--- src/rtl/class_pop_arbiter_pkg.sv ---
// Shared encodings for the class-switching stage (read-side arbiter and write-side demux).
package class_pop_arbiter_pkg;

  typedef enum logic [1:0] {
    ST_IDLE   = 2'd0,
    ST_SERVE0 = 2'd1,
    ST_SERVE1 = 2'd2
  } state_e;

  localparam logic CLASS0 = 1'b0;
  localparam logic CLASS1 = 1'b1;

endpackage

--- src/rtl/class_pop_arbiter_if.sv ---
// FIFO read-side and destination stream signals of the class pop arbiter.
interface class_pop_arbiter_if #(
  parameter int DATA_SIZE = 10
);
  logic                 fifo0_empty;
  logic                 fifo0_afull;
  logic [DATA_SIZE-1:0] fifo0_data;
  logic                 fifo1_empty;
  logic                 fifo1_afull;
  logic [DATA_SIZE-1:0] fifo1_data;
  logic                 dest_pause;
  logic                 pop0;
  logic                 pop1;
  logic [DATA_SIZE-1:0] data_out;
  logic                 valid_out;
  logic                 grant;

  modport master (
    input  fifo0_empty, fifo0_afull, fifo0_data,
    input  fifo1_empty, fifo1_afull, fifo1_data,
    input  dest_pause,
    output pop0, pop1, data_out, valid_out, grant
  );

  modport slave (
    output fifo0_empty, fifo0_afull, fifo0_data,
    output fifo1_empty, fifo1_afull, fifo1_data,
    output dest_pause,
    input  pop0, pop1, data_out, valid_out, grant
  );
endinterface

--- src/rtl/wrr_credit_counter.sv ---
// Per-turn pop credit: loadable down-counter with zero and last-pop detect.
module wrr_credit_counter #(
  parameter int WEIGHT_W = 3
) (
  input  logic                clk,
  input  logic                rst_n,
  input  logic                load,
  input  logic [WEIGHT_W-1:0] load_val,
  input  logic                dec,
  output logic                zero,
  output logic                last
);

  logic [WEIGHT_W-1:0] credit_q, credit_d;

  always_comb begin
    credit_d = credit_q;
    if (load) begin
      credit_d = load_val;
    end else if (dec && (credit_q != '0)) begin
      credit_d = credit_q - 1'b1;
    end
  end

  always_ff @(posedge clk or negedge rst_n) begin
    if (!rst_n) begin
      credit_q <= '0;
    end else begin
      credit_q <= credit_d;
    end
  end

  assign zero = (credit_q == '0);
  assign last = (credit_q == WEIGHT_W'(1));

endmodule

--- src/rtl/class_pop_arbiter.sv ---
// Drains the two per-class FIFOs onto one stream with weighted round-robin,
// almost-full boost and downstream pause.
//
//   state     | meaning
//   ST_IDLE   | both FIFOs seen empty, no pops
//   ST_SERVE0 | class-0 turn, pops while credit remains
//   ST_SERVE1 | class-1 turn, pops while credit remains
module class_pop_arbiter
  import class_pop_arbiter_pkg::*;
#(
  parameter int DATA_SIZE = 10,
  parameter int WEIGHT_W  = 3,
  parameter int W0        = 3,
  parameter int W1        = 1
) (
  input  logic                clk,
  input  logic                reset,
  class_pop_arbiter_if.master bus
);

  localparam logic [WEIGHT_W-1:0] W0_C = WEIGHT_W'(W0);
  localparam logic [WEIGHT_W-1:0] W1_C = WEIGHT_W'(W1);

  state_e               state_q, state_d;
  logic                 grant_q, grant_d;
  logic                 pop_d1_q, pop_d1_d;
  logic                 cls_d1_q, cls_d1_d;
  logic [DATA_SIZE-1:0] data_out_q, data_out_d;
  logic                 valid_out_q, valid_out_d;

  logic                 serve1, cur_empty, oth_empty, cur_afull, oth_afull;
  logic                 pop_cur, boost, turn_end;
  logic                 load;
  logic [WEIGHT_W-1:0]  load_val;
  logic                 credit_zero, credit_last;

  always_comb begin
    state_d   = state_q;
    grant_d   = grant_q;
    load      = 1'b0;
    load_val  = '0;
    serve1    = (state_q == ST_SERVE1);
    cur_empty = serve1 ? bus.fifo1_empty : bus.fifo0_empty;
    oth_empty = serve1 ? bus.fifo0_empty : bus.fifo1_empty;
    cur_afull = serve1 ? bus.fifo1_afull : bus.fifo0_afull;
    oth_afull = serve1 ? bus.fifo0_afull : bus.fifo1_afull;
    pop_cur   = (state_q != ST_IDLE) && !cur_empty && !bus.dest_pause && !credit_zero;
    boost     = oth_afull && !cur_afull;
    // A boost only cuts the turn short once this cycle's pop has gone out.
    turn_end  = (state_q != ST_IDLE) && !bus.dest_pause &&
                (cur_empty || credit_zero || (pop_cur && (credit_last || boost)));

    if (state_q == ST_IDLE) begin
      if (!bus.dest_pause) begin
        if (!bus.fifo0_empty) begin
          state_d  = ST_SERVE0;
          grant_d  = CLASS0;
          load     = 1'b1;
          load_val = W0_C;
        end else if (!bus.fifo1_empty) begin
          state_d  = ST_SERVE1;
          grant_d  = CLASS1;
          load     = 1'b1;
          load_val = W1_C;
        end
      end
    end else if (turn_end) begin
      load = 1'b1;
      if (!oth_empty) begin
        state_d  = serve1 ? ST_SERVE0 : ST_SERVE1;
        grant_d  = serve1 ? CLASS0 : CLASS1;
        load_val = serve1 ? W0_C : W1_C;
      end else if (!cur_empty) begin
        load_val = serve1 ? W1_C : W0_C;
      end else begin
        state_d = ST_IDLE;
      end
    end
  end

  wrr_credit_counter #(
    .WEIGHT_W (WEIGHT_W)
  ) u_credit (
    .clk      (clk),
    .rst_n    (reset),
    .load     (load),
    .load_val (load_val),
    .dec      (pop_cur),
    .zero     (credit_zero),
    .last     (credit_last)
  );

  assign bus.pop0 = reset && pop_cur && !serve1;
  assign bus.pop1 = reset && pop_cur && serve1;

  // FIFO data lags the pop by one cycle, so the class of the pop rides along.
  always_comb begin
    pop_d1_d    = bus.pop0 || bus.pop1;
    cls_d1_d    = bus.pop1;
    valid_out_d = pop_d1_q;
    data_out_d  = data_out_q;
    if (pop_d1_q) begin
      data_out_d = (cls_d1_q == CLASS1) ? bus.fifo1_data : bus.fifo0_data;
    end
  end

  always_ff @(posedge clk or negedge reset) begin
    if (!reset) begin
      state_q     <= ST_IDLE;
      grant_q     <= CLASS0;
      pop_d1_q    <= 1'b0;
      cls_d1_q    <= CLASS0;
      data_out_q  <= '0;
      valid_out_q <= 1'b0;
    end else begin
      state_q     <= state_d;
      grant_q     <= grant_d;
      pop_d1_q    <= pop_d1_d;
      cls_d1_q    <= cls_d1_d;
      data_out_q  <= data_out_d;
      valid_out_q <= valid_out_d;
    end
  end

  assign bus.data_out  = data_out_q;
  assign bus.valid_out = valid_out_q;
  assign bus.grant     = grant_q;

endmodule

--- src/flat_wrapper.sv ---
// flat-port wrapper written by rule: the top's interface ports become plain ports
module class_pop_arbiter_flat import class_pop_arbiter_pkg::*;
#(
  parameter int DATA_SIZE = 10,
  parameter int WEIGHT_W  = 3,
  parameter int W0        = 3,
  parameter int W1        = 1
)
  (clk, reset, bus_fifo0_empty, bus_fifo0_afull, bus_fifo0_data, bus_fifo1_empty, bus_fifo1_afull, bus_fifo1_data, bus_dest_pause, bus_pop0, bus_pop1, bus_data_out, bus_valid_out, bus_grant);
  class_pop_arbiter_if #(.DATA_SIZE(DATA_SIZE)) bus_i ();
  input  logic clk;
  input  logic reset;
  input wire logic [$bits(bus_i.fifo0_empty)-1:0] bus_fifo0_empty;
  input wire logic [$bits(bus_i.fifo0_afull)-1:0] bus_fifo0_afull;
  input wire logic [$bits(bus_i.fifo0_data)-1:0] bus_fifo0_data;
  input wire logic [$bits(bus_i.fifo1_empty)-1:0] bus_fifo1_empty;
  input wire logic [$bits(bus_i.fifo1_afull)-1:0] bus_fifo1_afull;
  input wire logic [$bits(bus_i.fifo1_data)-1:0] bus_fifo1_data;
  input wire logic [$bits(bus_i.dest_pause)-1:0] bus_dest_pause;
  output wire logic [$bits(bus_i.pop0)-1:0] bus_pop0;
  output wire logic [$bits(bus_i.pop1)-1:0] bus_pop1;
  output wire logic [$bits(bus_i.data_out)-1:0] bus_data_out;
  output wire logic [$bits(bus_i.valid_out)-1:0] bus_valid_out;
  output wire logic [$bits(bus_i.grant)-1:0] bus_grant;
  assign bus_i.fifo0_empty = bus_fifo0_empty;
  assign bus_i.fifo0_afull = bus_fifo0_afull;
  assign bus_i.fifo0_data = bus_fifo0_data;
  assign bus_i.fifo1_empty = bus_fifo1_empty;
  assign bus_i.fifo1_afull = bus_fifo1_afull;
  assign bus_i.fifo1_data = bus_fifo1_data;
  assign bus_i.dest_pause = bus_dest_pause;
  assign bus_pop0 = bus_i.pop0;
  assign bus_pop1 = bus_i.pop1;
  assign bus_data_out = bus_i.data_out;
  assign bus_valid_out = bus_i.valid_out;
  assign bus_grant = bus_i.grant;
  class_pop_arbiter #(.DATA_SIZE(DATA_SIZE), .WEIGHT_W(WEIGHT_W), .W0(W0), .W1(W1)) u_core (.clk(clk), .reset(reset), .bus(bus_i));
endmodule
--- config.mk ---
export PLATFORM = sky130hd
export DESIGN_NAME = class_pop_arbiter_flat
export DESIGN_NICKNAME = d
export VERILOG_FILES = /design/src/rtl/class_pop_arbiter_pkg.sv /design/src/rtl/class_pop_arbiter_if.sv /design/src/rtl/wrr_credit_counter.sv /design/src/rtl/class_pop_arbiter.sv /design/src/flat_wrapper.sv
export SDC_FILE = /design/constraint.sdc
export NUM_CORES = 1
export LEC_CHECK = 0
export CAP_MARGIN = 20
export CORE_AREA = 5 5 49 62
export DETAILED_ROUTE_END_ITERATION = 6
export DIE_AREA = 0 0 54 67
export HOLD_SLACK_MARGIN = 0.06
export PLACE_DENSITY = 0.8
export SYNTH_ARGS = -nofsm -noshare
export SYNTH_HDL_FRONTEND = slang
export SYNTH_SLANG_ARGS = --single-unit
--- constraint.sdc ---
create_clock -name clk -period 3.9 [get_ports clk]
set_input_delay 1.17 -clock clk [delete_from_list [all_inputs] [get_ports clk]]
set_output_delay 1.17 -clock clk [all_outputs]
set_load 0.1 [all_outputs]
# After elaboration in Yosys (flattened, before gate mapping)
# Cells that the tools add are included.
# W data, S select, Z words.
dict set report word_totals {
  register_bits 19
  output_inout_bits 14
  elab_cells 78
}
dict set report classes {
  addsub 1
  n_eq_ne 6
  n_mux 36
  n_reduce_logical 28
}
# cell n
set ops {}
lappend ops {{$mux W3} 8}
lappend ops {{$mux W2} 10}
lappend ops {{$mux W1} 17}
lappend ops {{$logic_and A1 B1 Y1} 11}
lappend ops {{$mux W10} 1}
lappend ops {{$reduce_and A4 Y1} 2}
lappend ops {{$reduce_bool A2 Y1} 3}
lappend ops {{$logic_not A1 Y1} 5}
lappend ops {{$logic_or A1 B1 Y1} 4}
lappend ops {{$ne A2 B2 Y1 const B} 2}
lappend ops {{$eq A3 B1 Y1 const B} 1}
lappend ops {{$logic_not A3 Y1} 1}
lappend ops {{$ne A3 B2 Y1 const B} 1}
lappend ops {{$ne A3 B3 Y1 const B} 1}
lappend ops {{$reduce_bool A3 Y1} 1}
lappend ops {{$sub A3 B1 Y3 const B} 1}
lappend ops {{$eq A2 B2 Y1 const B} 1}
lappend ops {{$logic_not A2 Y1} 1}

# Longest topological paths before layout
dict set report depth {
  word_depth 12
  mapped_depth 6
  mapped_depth_nobuf 6
}

# Cells and area by module
# Synthesis repeated with hierarchy kept, for this count alone.
dict set report hier_totals {
  cells_unflattened 120
  hier_area_um2 1132.3
}
# module instances cells_each area_per_inst_um2 seq_area_each_um2
set modules_own_cells {}
lappend modules_own_cells {class_pop_arbiter 1 95 907.1 400.4}
lappend modules_own_cells {wrr_credit_counter 1 25 225.2 75.1}

# Least setup slack after synthesis
# Ideal clock, no wire load.
dict set report synth_path {
  path_kind {input to output}
  from {input port bus_fifo1_empty}
  to {output port bus_pop1}
  t_arrival_ps 3422
  required_time_ps 2730
  setup_slack_ps -692
  cell_stages 5
  path_buffers 1
  path_cell_list {buf_4 or3b_4 a211oi_2 nand2_1 nor2_1}
}
dict set report synth_via {
  elab_chain_cells 7
}
# element line_no
set synth_rtl {}
lappend synth_rtl {{start, declared} flat_wrapper.sv:16} ;# input wire logic [$bits(bus_i.fifo1_empty)-1:0] bus_fifo1_empty;
lappend synth_rtl {{$mux W1} class_pop_arbiter.sv:43} ;# cur_empty = serve1 ? bus.fifo1_empty : bus.fifo0_empty;
lappend synth_rtl {{$logic_not A1 Y1} class_pop_arbiter.sv:47} ;# pop_cur = (state_q != ST_IDLE) && !cur_empty && !bus.dest_pause && !credit_zero;
lappend synth_rtl {{$logic_and A1 B1 Y1 (3 in a row)} class_pop_arbiter.sv:47}
lappend synth_rtl {{$logic_and A1 B1 Y1 (2 in a row)} class_pop_arbiter.sv:94} ;# assign bus.pop1 = reset && pop_cur && serve1;
lappend synth_rtl {{end, declared} flat_wrapper.sv:21} ;# output wire logic [$bits(bus_i.pop1)-1:0] bus_pop1;
# Every way passes these cells.

# Worst setup path after layout
dict set report layout_path {
  from {input port bus_fifo0_empty}
  to {output port bus_pop1}
}
dict set report layout_via {
  elab_chain_cells 7
}
# element line_no
set layout_rtl {}
lappend layout_rtl {{start, declared} flat_wrapper.sv:13} ;# input wire logic [$bits(bus_i.fifo0_empty)-1:0] bus_fifo0_empty;
lappend layout_rtl {{$mux W1} class_pop_arbiter.sv:43}
lappend layout_rtl {{$logic_not A1 Y1} class_pop_arbiter.sv:47}
lappend layout_rtl {{$logic_and A1 B1 Y1 (3 in a row)} class_pop_arbiter.sv:47}
lappend layout_rtl {{$logic_and A1 B1 Y1 (2 in a row)} class_pop_arbiter.sv:94}
# Every way passes these cells.

==> impl_metrics.csv <==
group,metric,value,unit
pwr,swShare,57.0,%
synthesis,yosysTopAreaCell,"dfrtp_1",
worst_setup_path,arrival,2.58,ns
clocking,cts-buffers-inserted,3,
timing,setup_violations,0,
worst_setup_path,slowest_delay,0.41,ns
synthesis,synth-xor-area-share,0,%
global_route,use_met1,15.2,%
timing,final-max-slew-violation-count,0,
worst_setup_path,reg2reg_from,"u_core.state_q[0]",
clocking,cts_hold_buf,0,
global_route,grt_busiest_layer,"met2",
timing,finalHoldViolCount,0,
place,dp_hpwl,2.03,mm
timing,rsz0062_at_grt,"false",
worst_setup_path,critical_path.startpoint,"bus_fifo0_empty",
pwr,power.density,815,mW/mm^2
timing,worst_pin_slew,0.985,ns
timing,min_period,3.75,ns
final_layout,layout.nets,179,
final_layout,drive_above_1_share,16.9,%
worst_setup_path,r2r_end,"u_core.state_q[0]",
die,core,0.00238,mm^2
run_status,status,"finished clean",
synthesis,synth_top_cells_by_count,"dfrtp_1, nor2_1, a21oi_1",
pwr,p_seq_share,25.8,%
drt,drt_pass1_iterations,3,
die,die_w,54,um
hold_path,hp-class,"flop to flop",
drt,wl,2.52,mm
die,chipHeight,67,um
timing,worst_hold_slack,0.539,ns
die,num_rows,20,
timing,clock_skew,0.0106,ns
worst_setup_path,ff2ff_path_depth,5,
worst_setup_path,start_kind,"input port",
synthesis,synth_top_family_by_area,"compound AO/OA/AOI/OAI gates",
timing,fin_crit_sh,96.2,%
die,ios,41,
timing,setup_tns,0,ns
synthesis,yosys_warnings,0,
synthesis,netlist_area,0.00104,mm^2
synthesis,yosysSeqAreaShare,45.7,%
synthesis,synth_simple_gate_area_share,12.5,%
drt,viasPerCell,5.07,
clocking,h-tree-depth,1,
synthesis,ys_top_cells_by_area,"dfrtp_1, mux2i_1, a21oi_1",
final_layout,syn2layout_area_growth,52.9,%
synthesis,syn_inst,101,
worst_setup_path,r2r_slack,1.91,ns
global_route,grt_max_degree,22,
synthesis,synth-edff-count,0,
synthesis,synthArstFlopShare,100,%
final_layout,insertedDiodeCount,0,
pwr,combPwrFrac,66.6,%
clocking,path_clk_slew,0.09,ns
synthesis,synth_most_common_cell,"dfrtp_1",
drt,vias,918,
pwr,clockPowerShare,7.5,%
clocking,cts_tree,"yes",
die,die_area,0.00362,mm^2
drt,routedWlPerCell,13.9,um
global_route,use_met3,3.80,%
place,place_congestion,0.876,
synthesis,postSynthAreaPerCell,10.3,um^2
clocking,clock_path_buffers,2,
clocking,clkSinkCount,19,
worst_setup_path,crit_path_max_fanout,3,
worst_setup_path,cp_cell_sequence,"clkdlybuf4s50_1, nand2b_1, a211oi_4, nand2_2, nor2_4, buf_12",
drt,drt_iter0_markers,10,
run,max_cap_viol_count,0,
worst_setup_path,setup.worst_path.end,"bus_pop1",
synthesis,synth-main-ff-cell,"dfrtp_1",
clocking,worstSkewPairLatency,0.30,ns
hold_path,min_path_cells,2,
drt,ant_nets,0,
worst_setup_path,slowest_stage,"clkdlybuf4s50_1",
drt,drcViolationCount,0,
worst_setup_path,required,2.73,ns
hold_path,min_from,"u_core.bus.data_out[3]",
place,io_buffer_count,40,
timing,slew_headroom,34.2,%
synthesis,ys_ff_latch,19,
worst_setup_path,end_kind,"output port",
global_route,track_usage,14.9,%
pwr,leakage,0.658,nW
pwr,max-vdd-ir-drop,0.431,mV
global_route,grt-ovfl-total,0,
timing,fmax,267,MHz
clocking,cts_root_buffer,"clkbuf_4",
synthesis,synth_top_area_share,45.7,%
synthesis,synth_nets,131,
synthesis,synth_compound_area_share,20.7,%
global_route,grt_pass1_wl,3.97,mm
die,start_util,43.7,%
worst_setup_path,worstSetupPathType,"input port to output port",
global_route,first_global_vias,967,
synthesis,ys_types,27,
pwr,p_int,0.558,mW
pwr,p_sw,0.738,mW
synthesis,synthAdderAreaFrac,3.61,%
global_route,antenna_found_initial,0,
global_route,met2_usage,27.9,%
synthesis,synth_mux_area_share,13.1,%
[stage by stage]
| stage | utilization, % | instance area [um^2] | std cells | power (mW) | worst slack, ns |
|---|---|---|---|---|---|
| finish | 66.9 | 1590 | 181 | 1.30 | 0.148 |
| floorplan | - | 1040 | 101 | 0.966 | -0.248 |
| global placement | 64.5 | 1530 | 176 | 1.17 | -0.00898 |
| detailed placement | 64.5 | 1530 | 176 | 1.19 | -0.0510 |
| global route | 66.9 | 1590 | 181 | 1.36 | 0.0562 |
| CTS | 66.3 | 1580 | 180 | 1.30 | 0.00417 |
[what timing repair did]
item	CTS	global route
pin swaps	0	4
endpoints found under the setup margin	2	2
buffers inserted	0	1
resized for setup	3	2
gates cloned	0	0
[flip-flops by register name, indices dropped and copies added, names as in the netlist]
signal and flops:
u_core.cls_d1_q 1, u_core.bus.valid_out 1, u_core.bus.grant 1, u_core.bus.data_out 10, u_core.state_q 2, u_core.pop_d1_q 1
u_core.u_credit.credit_q 3
[logic make-up after synthesis]
| logic type | after synthesis |
|---|---|
| buf+inv | 11 |
| simple gates | 26 |
| fa+ha+maj | 3 |
| flops | 19 |
| compound gates | 29 |
| mux | 13 |
[cell type report]
class	count	area, um^2
Multi-Input combinational cell	71	544
Clock buffer	4	26.3
Timing Repair Buffer	48	480
Sequential cell	19	475
Tap cell	33	41.3
Fill cell	200	787
Inverter	6	22.5
[power groups by stage]
stage                     Sequential, mW  Clock, mW  Combinational [mW]
after global placement             0.336          0               0.834
after global routing               0.347      0.109               0.903
final                              0.335     0.0978               0.863
after floorplan                    0.753          0               0.213
after CTS                          0.336      0.101               0.863
after detailed placement           0.340          0               0.852
[critical path, delay by kind of cell]
family                 cells  cell delay (ns)
buffers and inverters      2             0.59
AND/OR/NAND/NOR            3             0.52
AO/OA/AOI/OAI              1             0.29
[per-layer routing]
metal  vias up  share of wire, %
met4         0               1.2
met2        42                47
met3         5                14
met1       417                38
li1        454                 -
met5         -                 0
[worst min path at each step]
stage                                        end  slack (ns)
after floorplan             u_core.bus.valid_out        0.37
after CTS                 u_core.bus.data_out[3]        0.54
final                     u_core.bus.data_out[3]        0.54
after detailed placement  u_core.bus.data_out[3]        0.52
after global placement    u_core.bus.data_out[7]        0.51
after global routing      u_core.bus.data_out[7]        0.58
[placed cells by master (no fill, tap or decap), drive strengths merged, types with 2 or more instances in the layout]
cell and n:
a2111oi 2, a211oi 4, a21oi 14, a2bb2oi 2, buf 11, clkbuf 4
clkdlybuf4s50 36, dfrtp 19, ha 3, inv 6, mux2 2, mux2i 11
nand2b 3, nor2 16, nor2b 3, o21ai 2
Note: power is estimated with default switching activity, not from simulation.
==> RTL edit, RTL diff (same flow settings) <==
Reset style: synchronous (`reset` and `rst_n`), changed in 2 clocked blocks.
--- a/src/rtl/wrr_credit_counter.sv
+++ b/src/rtl/wrr_credit_counter.sv
@@ -22,7 +22,7 @@
     end
   end
 
-  always_ff @(posedge clk or negedge rst_n) begin
+  always_ff @(posedge clk) begin
     if (!rst_n) begin
       credit_q <= '0;
     end else begin
--- a/src/rtl/class_pop_arbiter.sv
+++ b/src/rtl/class_pop_arbiter.sv
@@ -104,7 +104,7 @@
     end
   end
 
-  always_ff @(posedge clk or negedge reset) begin
+  always_ff @(posedge clk) begin
     if (!reset) begin
       state_q     <= ST_IDLE;
       grant_q     <= CLASS0;
Formal check against the unedited RTL: differs if reset is asserted again (counterexample within 4 cycles, from zero or initial values and one cycle with reset low); with reset held inactive, the same outputs for 10 cycles.
==> RTL edit against the original RTL <==
Wire length increased by 12%. Critical path type unchanged. Die area unchanged. Core utilization decreased by 0.16 points. Sequential cell count unchanged. Critical path depth unchanged. Largest cell class unchanged. Setup slack got worse by 0.010 ns. Area after synthesis increased by 6.1%. Sequential share of layout area decreased by 5.9 points. Maximum frequency decreased by 0.28%. Final area decreased by 0.24%. Hold slack got worse by 0.075 ns.
Power is not compared: it rests on default switching activity, and its combinational part moved more than twofold at a synthesized area within 25%.
==> RTL edit: results (changes against the original RTL) <==
| Metric | Value |
|---|---|
| Gpl congestion | `0.925 (+5.6%)` |
| CP startpoint | `bus_fifo1_empty` |
| TritonRoute pass-1 iters | `5 (+2)` |
| Tot GR Track Use | `17.1% (+2.2 points)` |
| Vias per std cell | `5.46 (+7.7%)` |
| Reg area | `380 sq um (-20%)` |
| Final wirelength | `2840 um (+12%)` |
| Pre-CTS setup slack | `0.129 ns (+0.180 ns)` |
| Area Overhead vs Synth | `43.8%` |
| Worst r2r path cells | `6 (+1)` |
| FFs w/ async S/R, synth | `0% (-100 points)` |
| Net Count, Synth | `147 (+12%)` |
| Seq_cells | `19 (unchanged)` |
| Worst Tran Pin Value | `0.980 ns (-0.00488 ns)` |
| Post-synthesis cell count | `117 (+16%)` |
| Post-layout nets | `190 (+6.1%)` |
| Synth Area in Compound Gates | `24.0% (+3.3 points)` |
| Largest fanout on the critical path | `4 (+1)` |
| Worst path max stage delay | `0.44 ns (+0.03 ns)` |
| Status | `completed` |
| Post_cts resized | `0 (-3)` |
| XOR/XNOR Fraction of Synth Area | `0.794% (+0.79 points)` |
| HP Start | `u_core.bus.grant` |
| Post-DP HPWL | `2350 um (+16%)` |
| Placed Area | `1560 sq um (+1.7%)` |
| Inverters | `5 (-1)` |
| Clock-cell share | `1.66% (+0.0039 points)` |
| Largest cells by area after synthesis | `dfxtp_1, mux2i_1, a211oi_1` |
| R2R Setup Slk | `2.05 ns (+0.14 ns)` |
| WP data arrival | `2.59 ns (about the same)` |
| Tmin final | `3.76 ns (+0.0104 ns)` |
| Reg2reg start | `u_core.u_credit.credit_q[1]` |
| First-pass GRT wire length | `4660 um (+17%)` |
| Post-Synth Adder-Cell Area | `3.40% (-0.21 points)` |
| Post-synthesis cell type count | `41 (+52%)` |
-- RTL edit: changes by cell type after synthesis, moves of 4 or more --
| cell | change |
|---|---|
| dfrtp_1 | -19 |
| dfxtp_1 | +19 |
| a21oi_1 | -12 |
| a211oi_1 | +8 |
| and2b_2 | +4 |
| nand2_1 | +4 |
| nor2_1 | +4 |
-- RTL edit: per-layer routing --
metal  routed length [um]  GRT usage, %  vias to the layer above
li1                     -             -                      510
met1                 1090          18.0                      495
met2                 1460          32.1                       44
met3                  287          4.25                        0
met4                    0          4.98                        0
met5                    0             0                        -
-- RTL edit: power by group --
part	total, W	internal (W)	leakage (nW)	switching, W
combinational	0.000165	0.0000769	0.384	0.0000882
clock	0.0000957	0.0000397	0.0150	0.0000560
sequential	0.000218	0.000204	0.154	0.0000135
total	0.000478	0.000321	0.553	0.000158
-- RTL edit: worst paths after layout --
check,end
worst max-delay path,bus_pop0
worst min-delay path,u_core.bus.grant
worst max register to register,u_core.u_credit.credit_q[1]
worst min register to register,u_core.bus.grant
